<file path="config.mk">
export PLATFORM = sky130hd
export DESIGN_NAME = serial_adder
export DESIGN_NICKNAME = d
export VERILOG_FILES = /design/src/rtl/serial_adder.sv
export SDC_FILE = /design/constraint.sdc
export NUM_CORES = 1
export LEC_CHECK = 0
export ABC_AREA = 1
export CORE_ASPECT_RATIO = 2
export CORE_MARGIN = 8
export CORE_UTILIZATION = 58
export CTS_BUF_LIST = sky130_fd_sc_hd__clkbuf_4 sky130_fd_sc_hd__clkbuf_8
export DETAILED_ROUTE_END_ITERATION = 10
export GPL_TIMING_DRIVEN = 1
export MAX_ROUTING_LAYER = met4
export PLACE_DENSITY = 0.86
export SLEW_MARGIN = 15
export SYNTH_ARGS = -nofsm -noshare
export SYNTH_HDL_FRONTEND = slang
export SYNTH_SLANG_ARGS = --single-unit
export TNS_END_PERCENT = 20
</file>
<file path="constraint.sdc">
create_clock -name clk -period 2.2 [get_ports clk]
set_input_delay 0.22 -clock clk [delete_from_list [all_inputs] [get_ports clk]]
set_output_delay 0.22 -clock clk [all_outputs]
set_load 0.02 [all_outputs]
</file>
<file path="src/rtl/serial_adder.sv">
// serial_adder -- bit-serial add/subtract built around one shared full-adder
// cell, processing operands LSB first, one bit per clock.
//
// Ports
//   clk      : clock, all state changes on the rising edge
//   rst      : synchronous, active-high reset
//   start    : begin an operation (only honoured while idle)
//   sub      : 0 = a+b, 1 = a-b (captured with start)
//   a, b     : WIDTH-bit operands (captured with start)
//   busy     : high while running or presenting the result
//   done     : one-cycle pulse, result valid from here on
//   sum      : WIDTH-bit result, held until the next accepted start
//   carry    : carry out of the MSB (for subtract: 1 = no borrow)
//   overflow : signed overflow
//
// Timing: start accepted on edge k -> WIDTH RUN cycles -> one DONE cycle.
// With start held high, operations repeat every WIDTH+2 cycles.
module serial_adder #(
  parameter int WIDTH = 8
) (
  input  logic             clk,
  input  logic             rst,
  input  logic             start,
  input  logic             sub,
  input  logic [WIDTH-1:0] a,
  input  logic [WIDTH-1:0] b,
  output logic             busy,
  output logic             done,
  output logic [WIDTH-1:0] sum,
  output logic             carry,
  output logic             overflow
);

  // Counter must hold the value WIDTH without wrapping.
  localparam int CW = $clog2(WIDTH + 1);

  localparam logic [1:0] IDLE = 2'd0;
  localparam logic [1:0] RUN  = 2'd1;
  localparam logic [1:0] DONE = 2'd2;

  logic [1:0]       state;
  logic [WIDTH-1:0] a_r, b_r;   // operands shift right; bit 0 is the live bit
  logic [WIDTH-1:0] sh;         // partial sum, filled from the top
  logic [CW-1:0]    cnt;
  logic             c;          // running carry

  logic             s_bit, c_nxt, last;
  logic [WIDTH-1:0] sh_nxt;

  assign s_bit  = a_r[0] ^ b_r[0] ^ c;
  assign c_nxt  = (a_r[0] & b_r[0]) | (a_r[0] & c) | (b_r[0] & c);
  assign last   = (cnt == CW'(WIDTH - 1));
  // New bit enters at the MSB; after WIDTH shifts bit i sits at position i.
  assign sh_nxt = (sh >> 1) | (WIDTH'(s_bit) << (WIDTH - 1));

  assign busy = (state != IDLE);
  assign done = (state == DONE);

  always_ff @(posedge clk) begin
    if (rst) begin
      state    <= IDLE;
      a_r      <= '0;
      b_r      <= '0;
      sh       <= '0;
      cnt      <= '0;
      c        <= 1'b0;
      sum      <= '0;
      carry    <= 1'b0;
      overflow <= 1'b0;
    end else begin
      case (state)
        IDLE: begin
          if (start) begin
            a_r   <= a;
            // Subtract as a + ~b + 1: the +1 comes from the initial carry.
            b_r   <= sub ? ~b : b;
            c     <= sub;
            cnt   <= '0;
            sh    <= '0;
            state <= RUN;
          end
        end
        RUN: begin
          a_r <= a_r >> 1;
          b_r <= b_r >> 1;
          c   <= c_nxt;
          sh  <= sh_nxt;
          cnt <= cnt + CW'(1);
          if (last) begin
            // On the MSB step, c is the carry into the MSB.
            sum      <= sh_nxt;
            carry    <= c_nxt;
            overflow <= c ^ c_nxt;
            state    <= DONE;
          end
        end
        DONE:    state <= IDLE;
        default: state <= IDLE;
      endcase
    end
  end

endmodule
</file>
==> flow_metrics.py, run 1 <==
metrics = {
    "finish": {
        "multi_input_area_sq_um": 890,
        "final_nets": 327,
        "fin_area_sq_um": 2270,
        "instances_no_fill": 337,
        "antennaDiodeCount": 0,
        "nFillCells": 266,
        "syn_to_final_growth_pct": 23.1,
        "layout-drive-gt1-share_pct": 8.17,
        "register_area_sq_um": 801,
    },
    "logic_synthesis": {
        "synthSimpleGateAreaFrac_pct": 38.2,
        "synth_cell_types": 20,
        "synth_edf_count": 0,
        "yosys_warnings": 0,
        "synthMostInstantiatedCell": "nand2_1",
        "synth_compound_gate_area_share_pct": 7.24,
        "muxShareOfSynthArea_pct": 0,
        "synth_ff_type": "dfxtp_1",
        "synth-seq-cells": 40,
        "syn_nets": 295,
        "async_flop_share_pct": 0,
        "synth-adder-area-share_pct": 1.76,
        "synth_commonest_cells": "nand2_1 (87), dfxtp_1 (40), nand3_1 (37), nor2_1 (37), a21oi_1 (21)",
        "yosys.area.top_type": "dfxtp_1",
        "synthCells": 273,
        "synth.area.top_cells": "dfxtp_1 (43%), nand2_1 (18%), nand3_1 (10%)",
        "yosysSeqAreaShare_pct": 43.3,
        "synth_top_area_share_pct": 43.3,
        "synthXorXnorAreaFrac_pct": 0.948,
        "synth_top_family_by_area": "simple AND/OR/NAND/NOR gates",
        "avgSynthCellArea_sq_um": 6.77,
        "netlist_area_sq_um": 1850,
    },
    "clock_network": {
        "h-tree-depth": 2,
        "path_clk_slew_ps": 80,
        "cts-root-buf": "clkbuf_8",
        "cts_resized": 0,
        "cts_tree": "yes",
        "clock_sinks": 40,
        "cts_setup_buffers": 0,
        "numCtsBuffers": 5,
        "insertion_delay_ps": 300,
        "ctsHoldBuffers": 0,
        "cts_max_path_buffers": 2,
    },
    "drt": {
        "drt_wl_total_mm": 4.33,
        "first_pass_iters": 4,
        "drc": 0,
        "viasPerCell": 5.37,
        "ant_nets": 0,
        "drtIter0Drc": 40,
        "wl_per_cell_um": 12.8,
        "dr_total_vias": 1810,
    },
    "timing": {
        "grt_setup_unrepaired": "no",
        "setup_viol": 0,
        "hold_viol": 0,
        "worstMarginPinSlew_ps": 485,
        "fin_tns_setup_ps": 0,
        "hold_ws_ps": 466,
        "relSlewSlack_pct": 67.6,
        "finalMaxSlewViolations": 0,
        "fin_worst_skew_ps": 10.1,
        "fmax_mhz": 545,
        "period_minus_slack_ps": 1830,
        "min_period_over_period_pct": 83.3,
    },
    "pwr": {
        "peakVddDrop_mv": 0.631,
        "cellLeakagePower_nw": 1.00,
        "power.total_w": 0.00157,
        "powerDensity_nw_per_um2": 689,
    },
    "global_route": {
        "grt_pass1_vias": 1786,
        "antenna_found_initial": 0,
        "grtUsageTotal_pct": 17.9,
        "grt.overflow.total": 0,
        "grt_max_degree": 30,
        "grt_pass1_wl_mm": 7.63,
    },
    "place": {
        "dp.final_hpwl_mm": 3.19,
        "place_congestion": 0.807,
        "place_area_sq_um": 2160,
        "port_buffers": 31,
        "dp.cells": 329,
    },
    "floorplan": {
        "start_util_pct": 59.2,
        "die_area_sq_um": 5360,
        "std_cell_rows": 29,
        "ios": 32,
        "die_h_um": 95.8,
        "fp.coreArea_sq_um": 3120,
        "die_w_um": 55.9,
    },
    "setup_path": {
        "critical_path.max_stage_delay_ps": 550,
        "critPathArrivalTime_ps": 1610,
        "crit_path_start_kind": "flop",
        "crit_type": "reg2out",
        "cp-end-kind": "primary output",
        "crit_family": "buffers and inverters",
        "crit_required_ps": 1980,
        "path_cells": "nor2_2 -> inv_1 -> clkdlybuf4s50_1",
        "crit_buf_inv": 2,
        "cp_max_fo": 10,
        "critPathSlowestCell": "clkdlybuf4s50_1",
    },
    "job": {
        "drv_cap": 0,
    },
    "status": {
        "outcome": "finished, final reports clean",
    },
    "hold_path": {
        "holdCritPathClass": "reg2reg",
    },
}
state kept, by name, indices dropped and copies added, names as in the netlist:
name,cells
cnt,4
b_r,8
sh,7
a_r,8
overflow,1
c,1
state,2
carry,1
sum,8
layout by cell type, fill, tap and decap left out:
master,count
fa_1,1
nor2_2,2
clkinvlp_4,1
buf_4,5
a21oi_1,21
inv_1,20
dfxtp_1,40
inv_2,3
bufinv_16,1
clkdlybuf4s50_1,31
clkbuf_8,5
clkinv_2,1
nand3_1,37
o21ai_2,1
nand2_2,5
nor2_1,37
ha_1,1
nand2_1,87
o21ai_0,4
xnor2_1,2
nor2_4,1
worst paths after layout:
path / startpoint / to / slack [ps] / cells past startpoint
hold reg to reg: sum[5] / sum[5] / 470 / 2
setup / recovery: state[0] / busy / 370 / 3
hold / removal: sum[5] / sum[5] / 470 / 2
setup reg to reg: cnt[0] / sum[0] / 650 / 7
cells by family (layout without fill, tap and decap cells):
logic type               Yosys count  in the layout
flip-flops                        40             40
buffers and inverters             34             67
XOR/XNOR                           2              2
AO/OA/AOI/OAI                     26             26
adder cells (fa/ha/maj)            2              2
AND/OR/NAND/NOR                  169            169
worst reg2reg max path, delay by kind of cell (launching register included):
kind            cells  cell delay (ps)
fa+ha+maj           1              230
buf+inv             1              190
compound gates      1              170
flops               1              400
simple gates        4              460
area by class of cell:
type,instances,share of cell area [%]
inverters,23,3.80
repair buffers,36,15.3
flip-flops and latches,40,35.2
clock inverters,3,1.87
clock buffers,5,3.03
multi-input cells,199,39.1
well taps,31,1.71
per-stage QoR:
step	setup slack [ps]	util, %
4_1_cts	359	72.9
5_1_grt	292	72.9
3_3_place_gp	702	69.3
2_1_floorplan	932	-
3_5_place_dp	655	69.3
6_report	366	72.9
routing by layer:
metal  track usage [%]  vias up  routed length (um)  share of wire (%)
li1                  -      920                   -                  -
met1              15.3      827                1630                 38
met2              34.4       49                2370                 55
met3              3.70       14                 143                3.3
met4              11.1        0                 191                4.4
met5                 -        -                   0                  0
power by group:
part | leakage [nW] | internal (W) | switching (W)
combinational | 0.623 | 0.0000836 | 0.000115
clock | 0.0541 | 0.000336 | 0.000264
sequential | 0.326 | 0.000751 | 0.0000176
(Power assumes the default switching activity.)
==> inputs of run 2 (changes only) <==
Settings changed: CORE_UTILIZATION 58 to 54, PLACE_DENSITY 0.86 to 0.81.
Clock period 2.2 ns to 1.8 ns, I/O delays scaled along.
==> run 2 against run 1 <==
Against the previous run: die area is 5.7% higher; worst setup slack worse by 300 ps; final cell count is 1.5% higher; count of clock-buffer cells in the layout stayed put; sequential share of layout area is 1.2 points lower; non-clock buffer count is 4 higher; worst hold slack worse by 6.3 ps; combinational power is 27% higher; power is 41% higher; register-to-register slack worse by 200 ps; sequential power is 22% higher; critical path type unchanged.
==> flow_metrics.py, run 2 (same netlist as run 1, synthesis figures left out) <==
metrics = {
    "status": {
        "outcome": "finished, final reports clean",
    },
    "place": {
        "dp.cells": 334,
        "port_buffers": 31,
        "dp.final_hpwl_mm": 3.14,
        "place_area_sq_um": 2190,
        "place_congestion": 0.827,
    },
    "drt": {
        "drt_wl_total_mm": 4.10,
        "wl_per_cell_um": 12.0,
        "first_pass_iters": 4,
        "ant_nets": 0,
        "drc": 0,
        "viasPerCell": 5.18,
        "drtIter0Drc": 46,
        "dr_total_vias": 1771,
    },
    "setup_path": {
        "crit_family": "buffers and inverters",
        "critical_path.max_stage_delay_ps": 620,
        "crit_type": "reg2out",
        "path_cells": "inv_2 -> nor2_1 -> clkdlybuf4s50_1",
        "crit_required_ps": 1620,
        "cp-end-kind": "primary output",
        "critPathArrivalTime_ps": 1550,
        "critPathSlowestCell": "clkdlybuf4s50_1",
        "crit_buf_inv": 2,
        "crit_path_start_kind": "flop",
        "cp_max_fo": 3,
    },
    "finish": {
        "final_common_cell": "nand2_1",
        "mostFrequentLayoutCells": "nand2_1 (87), dfxtp_1 (40), nor2_1 (37), nand3_1 (37), clkdlybuf4s50_1 (31)",
        "syn_to_final_growth_pct": 27.4,
        "instances_no_fill": 342,
        "reg.largest.list": "a_r: 8 flops, b_r: 8 flops, sum: 8 flops",
        "final_nets": 331,
        "antennaDiodeCount": 0,
        "layout-drive-gt1-share_pct": 9.35,
        "fin_area_sq_um": 2350,
    },
    "global_route": {
        "grt.overflow.total": 0,
        "grt_pass1_wl_mm": 7.09,
        "grtUsageTotal_pct": 16.0,
        "antenna_found_initial": 0,
        "grt_max_degree": 20,
        "grt_pass1_vias": 1740,
    },
    "pwr": {
        "powerDensity_nw_per_um2": 936,
        "peakVddDrop_mv": 0.665,
        "cellLeakagePower_nw": 1.05,
        "power.total_w": 0.00220,
    },
    "clock_network": {
        "h-tree-depth": 2,
        "clock_sinks": 40,
        "cts_resized": 0,
        "insertion_delay_ps": 300,
        "ctsHoldBuffers": 0,
        "cts_setup_buffers": 0,
        "cts-root-buf": "clkbuf_8",
        "path_clk_slew_ps": 80,
        "cts_tree": "yes",
        "cts_max_path_buffers": 2,
        "numCtsBuffers": 5,
    },
    "timing": {
        "fin_tns_setup_ps": 0,
        "hold_ws_ps": 460,
        "relSlewSlack_pct": 74.7,
        "fmax_mhz": 578,
        "min_period_over_period_pct": 96.1,
        "worstMarginPinSlew_ps": 378,
        "hold_viol": 0,
        "grt_setup_unrepaired": "no",
        "period_minus_slack_ps": 1730,
        "fin_worst_skew_ps": 10.2,
        "setup_viol": 0,
        "finalMaxSlewViolations": 0,
    },
    "job": {
        "drv_cap": 0,
    },
    "floorplan": {
        "start_util_pct": 55.3,
        "die_w_um": 57.4,
        "die_h_um": 98.7,
        "die_area_sq_um": 5660,
        "fp.coreArea_sq_um": 3340,
        "std_cell_rows": 30,
        "ios": 32,
    },
    "hold_path": {
        "holdCritPathClass": "reg2reg",
    },
}
==> run 2: layout make-up <==
class | count | area, sq um
fill | 270 | 987
multi-input combinational | 199 | 890
sequential | 40 | 801
timing repair buffer | 40 | 378
clock inverter | 3 | 90.1
inverter | 23 | 86.3
clock buffer | 5 | 68.8
tap | 32 | 40.0
==> run 2: power by group <==
group	total (W)	internal, W	switching [W]
combinational	0.000251	0.000110	0.000141
sequential	0.000940	0.000918	0.0000226
clock	0.00101	0.000693	0.000318
==> run 2: final timing paths <==
check | start | endpoint | slack, ps | depth (start not counted)
setup / recovery | state[1] | done | 70 | 3
setup reg to reg | state[1] | sh[1] | 450 | 6
hold / removal | sum[3] | sum[3] | 460 | 2
hold reg to reg | sum[3] | sum[3] | 460 | 2
==> run 2: worst reg2reg max path, delay by kind of cell (launching register included) <==
family / cells / cell delay (ps)
AO/OA/AOI/OAI: 1 / 140
buffers and inverters: 2 / 250
flip-flops: 1 / 430
AND/OR/NAND/NOR: 3 / 450
==> run 2: per-layer routing <==
layer	up-vias	part of all wire (%)	GRT usage [%]
met5	-	0	-
met4	0	3.1	9.34
met3	11	3.9	3.92
met2	42	54	29.5
met1	789	39	13.9
li1	929	-	-
==> run 2: per-stage QoR <==
| stage | util, % | setup slack, ps |
|---|---|---|
| 3_3_place_gp | 65.7 | 394 |
| 4_1_cts | 70.4 | 62.7 |
| 3_5_place_dp | 65.7 | 324 |
| 6_report | 70.4 | 69.9 |
| 2_1_floorplan | - | 532 |
| 5_1_grt | 70.4 | 5.68 |
